`src/rtl/led_pkg.sv`:
```
// Shared constants for the LED pattern controller: channel modes, config field
// widths and the zero-to-one parameter rule used by every channel.
package led_pkg;

  localparam int CFG_PARAM_W = 16;
  localparam int CFG_CH_W    = 8;

  localparam logic [1:0] LED_OFF     = 2'd0;
  localparam logic [1:0] LED_ON      = 2'd1;
  localparam logic [1:0] LED_BLINK   = 2'd2;
  localparam logic [1:0] LED_BREATHE = 2'd3;

  // A zero period would never produce a step event, so it behaves as one tick.
  function automatic logic [CFG_PARAM_W-1:0] effParam(input logic [CFG_PARAM_W-1:0] p);
    return (p == '0) ? CFG_PARAM_W'(1) : p;
  endfunction

endpackage

```
`src/rtl/led_channel.sv`:
```
// One LED channel: holds its mode/param, divides the shared tick into step
// events and produces a registered blink or triangle-PWM drive.
module led_channel
  import led_pkg::*;
#(
  parameter int PWM_BITS = 8
) (
  input  logic                   clk_i,
  input  logic                   rst_i,
  input  logic                   tick_i,
  input  logic [PWM_BITS-1:0]    pwmCnt_i,
  input  logic                   we_i,
  input  logic [1:0]             mode_i,
  input  logic [CFG_PARAM_W-1:0] param_i,
  output logic                   led_o
);

  localparam logic [PWM_BITS-1:0] DUTY_MAX = '1;
  localparam logic [PWM_BITS-1:0] DUTY_ONE = PWM_BITS'(1);

  logic [1:0]             mode_q,  mode_d;
  logic [CFG_PARAM_W-1:0] param_q, param_d;
  logic [15:0]            tcnt_q,  tcnt_d;
  logic                   phase_q, phase_d;
  logic [PWM_BITS-1:0]    duty_q,  duty_d;
  logic                   dir_q,   dir_d;
  logic                   led_q,   led_d;
  logic                   step;

  always_ff @(posedge clk_i or posedge rst_i) begin
    if (rst_i) begin
      mode_q  <= LED_OFF;
      param_q <= '0;
      tcnt_q  <= '0;
      phase_q <= 1'b0;
      duty_q  <= '0;
      dir_q   <= 1'b0;
      led_q   <= 1'b0;
    end else begin
      mode_q  <= mode_d;
      param_q <= param_d;
      tcnt_q  <= tcnt_d;
      phase_q <= phase_d;
      duty_q  <= duty_d;
      dir_q   <= dir_d;
      led_q   <= led_d;
    end
  end

  // A write takes priority over a coincident tick, so a restart always begins cleanly.
  always_comb begin
    mode_d  = mode_q;
    param_d = param_q;
    tcnt_d  = tcnt_q;
    phase_d = phase_q;
    duty_d  = duty_q;
    dir_d   = dir_q;
    step    = 1'b0;

    if (we_i) begin
      mode_d  = mode_i;
      param_d = param_i;
      tcnt_d  = '0;
      phase_d = 1'b0;
      duty_d  = '0;
      dir_d   = 1'b0;
    end else if (mode_q == LED_OFF || mode_q == LED_ON) begin
      tcnt_d  = '0;
      phase_d = 1'b0;
      duty_d  = '0;
      dir_d   = 1'b0;
    end else if (tick_i) begin
      if (({1'b0, tcnt_q} + 17'd1) == {1'b0, effParam(param_q)}) begin
        tcnt_d = '0;
        step   = 1'b1;
      end else begin
        tcnt_d = tcnt_q + 16'd1;
      end
    end

    // The end points hold for one step while the direction turns around.
    if (step) begin
      if (mode_q == LED_BLINK) begin
        phase_d = ~phase_q;
      end else if (!dir_q) begin
        if (duty_q == DUTY_MAX) dir_d = 1'b1;
        else                    duty_d = duty_q + DUTY_ONE;
      end else begin
        if (duty_q == '0) dir_d = 1'b0;
        else              duty_d = duty_q - DUTY_ONE;
      end
    end
  end

  always_comb begin
    led_d = 1'b0;
    case (mode_q)
      LED_ON:      led_d = 1'b1;
      LED_BLINK:   led_d = phase_q;
      LED_BREATHE: led_d = (pwmCnt_i < duty_q);
      default:     led_d = 1'b0;
    endcase
  end

  assign led_o = led_q;

endmodule

```
`src/rtl/led_pattern_ctrl.sv`:
```
// Multi-channel LED pattern controller: shared tick prescaler and PWM counter,
// config write decode, and one led_channel per LED.
module led_pattern_ctrl
  import led_pkg::*;
#(
  parameter int NUM_LED     = 4,
  parameter int CLK_FREQ_HZ = 200_000_000,
  parameter int TICK_HZ     = 1000,
  parameter int PWM_BITS    = 8
) (
  input  logic                   sys_clk,
  input  logic                   rst,
  input  logic                   cfg_we,
  input  logic [CFG_CH_W-1:0]    cfg_ch,
  input  logic [1:0]             cfg_mode,
  input  logic [CFG_PARAM_W-1:0] cfg_param,
  output logic [NUM_LED-1:0]     led,
  output logic                   tick
);

  // CLK_FREQ_HZ must be an exact multiple of TICK_HZ with a quotient of at least 2.
  localparam int DIV     = CLK_FREQ_HZ / TICK_HZ;
  localparam int PRESC_W = (DIV > 1) ? $clog2(DIV) : 1;
  localparam logic [PRESC_W-1:0] PRESC_LAST = PRESC_W'(DIV - 1);

  logic [PRESC_W-1:0]  presc_q,  presc_d;
  logic [PWM_BITS-1:0] pwmCnt_q, pwmCnt_d;

  always_ff @(posedge sys_clk or posedge rst) begin
    if (rst) begin
      presc_q  <= '0;
      pwmCnt_q <= '0;
    end else begin
      presc_q  <= presc_d;
      pwmCnt_q <= pwmCnt_d;
    end
  end

  always_comb begin
    presc_d  = (presc_q == PRESC_LAST) ? '0 : presc_q + PRESC_W'(1);
    pwmCnt_d = pwmCnt_q + PWM_BITS'(1);
  end

  assign tick = (presc_q == PRESC_LAST);

  for (genvar i = 0; i < NUM_LED; i++) begin : g_ch
    logic chWe;
    assign chWe = cfg_we && (cfg_ch == CFG_CH_W'(i));

    led_channel #(
      .PWM_BITS(PWM_BITS)
    ) u_ch (
      .clk_i    (sys_clk),
      .rst_i    (rst),
      .tick_i   (tick),
      .pwmCnt_i (pwmCnt_q),
      .we_i     (chWe),
      .mode_i   (cfg_mode),
      .param_i  (cfg_param),
      .led_o    (led[i])
    );
  end

endmodule

```
`config.mk`:
```
export PLATFORM = sky130hd
export DESIGN_NAME = led_pattern_ctrl
export DESIGN_NICKNAME = d
export VERILOG_FILES = /design/src/rtl/led_pkg.sv /design/src/rtl/led_channel.sv /design/src/rtl/led_pattern_ctrl.sv
export SDC_FILE = /design/constraint.sdc
export NUM_CORES = 1
export LEC_CHECK = 0
export CAP_MARGIN = 20
export CORE_ASPECT_RATIO = 1.4
export CORE_UTILIZATION = 60
export CTS_BUF_LIST = sky130_fd_sc_hd__clkbuf_4
export DETAILED_ROUTE_END_ITERATION = 10
export PLACE_DENSITY_LB_ADDON = 0.12
export SYNTH_ARGS = -nofsm -noshare
export SYNTH_HDL_FRONTEND = slang
export SYNTH_SLANG_ARGS = --single-unit
```
`constraint.sdc`:
```
create_clock -name sys_clk -period 7.8 [get_ports sys_clk]
set_input_delay 0.78 -clock sys_clk [delete_from_list [all_inputs] [get_ports sys_clk]]
set_output_delay 0.78 -clock sys_clk [all_outputs]
set_load 0.01 [all_outputs]
```
==> results by group <==
Setup path
  • Worst r2r src: g_ch[2].u_ch.tcnt_q[0]$_DFFE_PP0P_
  • Worst setup path start: presc_q[0]$_DFF_PP0_
  • RR Endpoint: g_ch[2].u_ch.duty_q[7]$_DFF_PP0_
  • Setup slack on the worst flop-to-flop path: between 4 and 5 ns
  • Crit path DAT: around 3.6 ns
  • FF-to-FF path depth: 8
  • WS Path Type: reg2out
  • Critical path endpoint category: primary output
  • WP data required: between 7 and 8 ns
  • Peak fanout along the critical path: 22
  • Capture point of the worst path: tick
  • CP startpoint kind: register

Drt
  • Final wirelength: 33,800 um
  • Routed wl met3: roughly 1500 um
  • Via count: between 10,000 and 15,000
  • Routed met2 length: 16,900 um
  • Drt initial violations: slightly above 800
  • Avg WL per Cell: about 18 um
  • TritonRoute pass-1 iters: 7
  • WL met1: approximately 14,000 um
  • Vias per inst: approximately 6.2
  • Antenna Nets Post-Route: 0
  • Top Metal Used: met4
  • # DRC: 0

Pwr
  • P_int: between 0.0015 and 0.002 W
  • IR drop worst, VDD: ~0.00014 V
  • PwrDens: around 160 nW/um2
  • Sw Pwr: approximately 0.0006 W
  • Clock network fraction of total power: 0.429
  • Sw Ratio: 0.264
  • Combinational share of power: 0.087
  • Sequential group share of total power: 0.483
  • Lkg Pwr: roughly 6.6 nW

Floorplan
  • Core Rows: 64
  • Width of the die: between 100 and 150 um
  • Initial Util: 0.617
  • Core area: about 22,000 um2
  • Die area: around 23,000 um2
  • Die Y: approximately 180 um
  • Top Ports: 34

Timing
  • Worst slew pin tran: 1.05 ns
  • Setup violations, final: 0
  • Tcrit/Tclk final: 0.557
  • Endpoints failing hold: 0
  • Max Slew Vio Count: 0
  • Min Hold Slack: 0.489 ns
  • Setup TNS Final: 0 ns
  • Min Tclk post-route: 4.35 ns
  • Clock skew: ~0.042 ns
  • Max_slew headroom: 0.298
  • Achievable clock frequency: around 0.23 GHz
  • Unrepaired setup endpoints after global routing: no

GRT
  • Vias in the first global route: 11,456
  • Antenna violations before repair: 1
  • First-pass GRT wire length: roughly 56,000 um
  • Largest net degree at the start of global routing: slightly below 90
  • Gr ovfl total: 0
  • Total global-route track usage: 0.298

Logic synthesis
  • Seq/Total Area, Yosys: 0.378
  • Top cell type's share of synthesized area: 0.378
  • Primary FF master, synth: dfrtp_1
  • Top cell type by total area after synthesis: dfrtp_1
  • #FFs+latches synth: roughly 210
  • Synth cell count leaders: 206 x dfrtp_1, 196 x nand2_1, 89 x nor2_1
  • Top cells by area, synth: dfrtp_1 38%, nand2_1 5.4%, xnor2_1 5.0%
  • Avg Cell Area, Syn: between 8 and 9 um2
  • Warning count from the yosys run: 0
  • Synth unique cells: 85
  • Post-synthesis cell count: approximately 1,600
  • Syn nets: ~1,600
  • Fraction of registers with async set/reset: 1.00
  • Cell Area, Synth: 13,600 um2
  • Count leader, synth: dfrtp_1
  • Post-synth EDFFs: 0

Clock tree
  • Hold buffers post-CTS: 0
  • Clock latency on the worst-skew pair: 0.68 ns
  • Reg clk slew, reported paths: 0.07 ns
  • CTS H-tree lvls: 2
  • Clock Root Buffer: clkbuf_4
  • Post-CTS Resized: 0
  • CTS Buffer Depth: 3
  • TritonCTS buffer count: 53
  • TritonCTS sink count: just over 200
  • Post-CTS Setup Inserts: 0
  • TritonCTS clock tree: done

Place
  • Placer Congestion: 0.932
  • Post-DP HPWL: about 24,000 um
  • Port Buffer Count: 33

Finish
  • Share of cells above drive strength 1: 0.110
  • Reg area: about 5200 um2
  • Area Overhead vs Synth: 8.18%
  • Area of the multi-input gates: around 7900 um2
  • Fillers: approximately 1,900
  • Final nets: about 1,600

Hold path
  • Number of stages on the worst hold path: 1
  • Hold Path Class: reg2reg

Run
  • Maxcap violations: 0

Run status
  • Run status: completed
critical path: stages, from the launching register on:
cell and delay (ns):
dfrtp_1 0.39, ha_1 0.19, and3_1 0.22, nand3_1 0.18, or3_1 0.38, buf_4 0.25, inv_1 0.62, clkdlybuf4s50_1 0.67
sequential cells by signal, summed over array words and instances (netlist names):
signal,cells
g_ch.u_ch.dir_q,4
g_ch.u_ch.duty_q,32
g_ch.u_ch.led_o,4
g_ch.u_ch.mode_q,8
g_ch.u_ch.param_q,64
g_ch.u_ch.phase_q,4
g_ch.u_ch.tcnt_q,64
presc_q,18
pwmCnt_q,8
metal layers:
metal | vias to the layer above | GRT usage
met5 | - | 0
met4 | 0 | 0.123
met3 | 79 | 0.0454
met2 | 356 | 0.509
met1 | 5697 | 0.373
li1 | 5652 | -
cells in the final DEF, fill, tap and decap left out, types with 9 or more instances in the layout:
| cell | instances |
|---|---|
| a211oi_1 | 17 |
| a21o_1 | 46 |
| a21oi_1 | 78 |
| a31oi_1 | 16 |
| and2_1 | 15 |
| and3_1 | 34 |
| and4_1 | 15 |
| buf_4 | 10 |
| clkbuf_4 | 71 |
| clkdlybuf4s50_1 | 33 |
| clkinv_1 | 17 |
| dfrtp_1 | 206 |
| ha_1 | 46 |
| inv_1 | 53 |
| mux2_2 | 54 |
| mux2i_1 | 20 |
| nand2_1 | 196 |
| nand2b_1 | 20 |
| nand3_1 | 84 |
| nand4_1 | 42 |
| nor2_1 | 89 |
| nor2b_1 | 12 |
| nor3_1 | 35 |
| nor4_1 | 36 |
| o21ai_0 | 71 |
| o22ai_1 | 9 |
| or2_2 | 12 |
| xnor2_1 | 78 |
| xor2_1 | 44 |
layout make-up:
type | instances | area share
flip-flops and latches | 206 | 0.349
repair buffers | 44 | 0.0282
clock inverters | 26 | 0.0124
diodes | 1 | 0.000170
multi-input cells | 1201 | 0.534
inverters | 54 | 0.0142
clock buffers | 71 | 0.0361
well taps | 297 | 0.0252
power groups by stage:
stage	clock network, W	logic, W	registers [W]
global route	0.00107	0.000220	0.00111
global placement	0	0.000196	0.00113
detailed placement	0	0.000200	0.00113
finish	0.000987	0.000201	0.00111
CTS	0.00102	0.000201	0.00111
floorplan	0	0.000143	0.00112
through the flow:
stage,std cells,power (W),worst slack [ns],util,area [um2]
2_1_floorplan,1551,0.00126,1.40,-,13600
3_3_place_gp,1801,0.00133,3.86,0.635,14000
3_5_place_dp,1801,0.00133,3.76,0.635,14000
4_1_cts,1898,0.00233,3.41,0.667,14700
5_1_grt,1900,0.00241,3.29,0.668,14800
6_report,1900,0.00230,3.45,0.668,14800
worst min path at each step:
stage / startpoint / to / slack, ns
finish: presc_q[0]$_DFF_PP0_ / presc_q[0]$_DFF_PP0_ / 0.49
global route: presc_q[0]$_DFF_PP0_ / presc_q[0]$_DFF_PP0_ / 0.52
CTS: presc_q[0]$_DFF_PP0_ / presc_q[0]$_DFF_PP0_ / 0.50
detailed placement: presc_q[15]$_DFF_PP0_ / presc_q[15]$_DFF_PP0_ / 0.49
global placement: presc_q[0]$_DFF_PP0_ / presc_q[0]$_DFF_PP0_ / 0.46
floorplan: presc_q[0]$_DFF_PP0_ / presc_q[0]$_DFF_PP0_ / 0.45
logic make-up (layout without fill, tap and decap cells):
group / Yosys count / in the layout / share of synthesized area
DFF: 206 / 206 / 0.378
other: 0 / 1 / 0
muxes: 74 / 74 / 0.0592
and+or+nand+nor: 629 / 629 / 0.237
adders and majority gates: 46 / 46 / 0.0422
buffers and inverters: 144 / 195 / 0.0440
xor gates and xnor gates: 122 / 122 / 0.0783
AOI/OAI and AO/OA: 330 / 330 / 0.162
(Power assumes the default switching activity.)
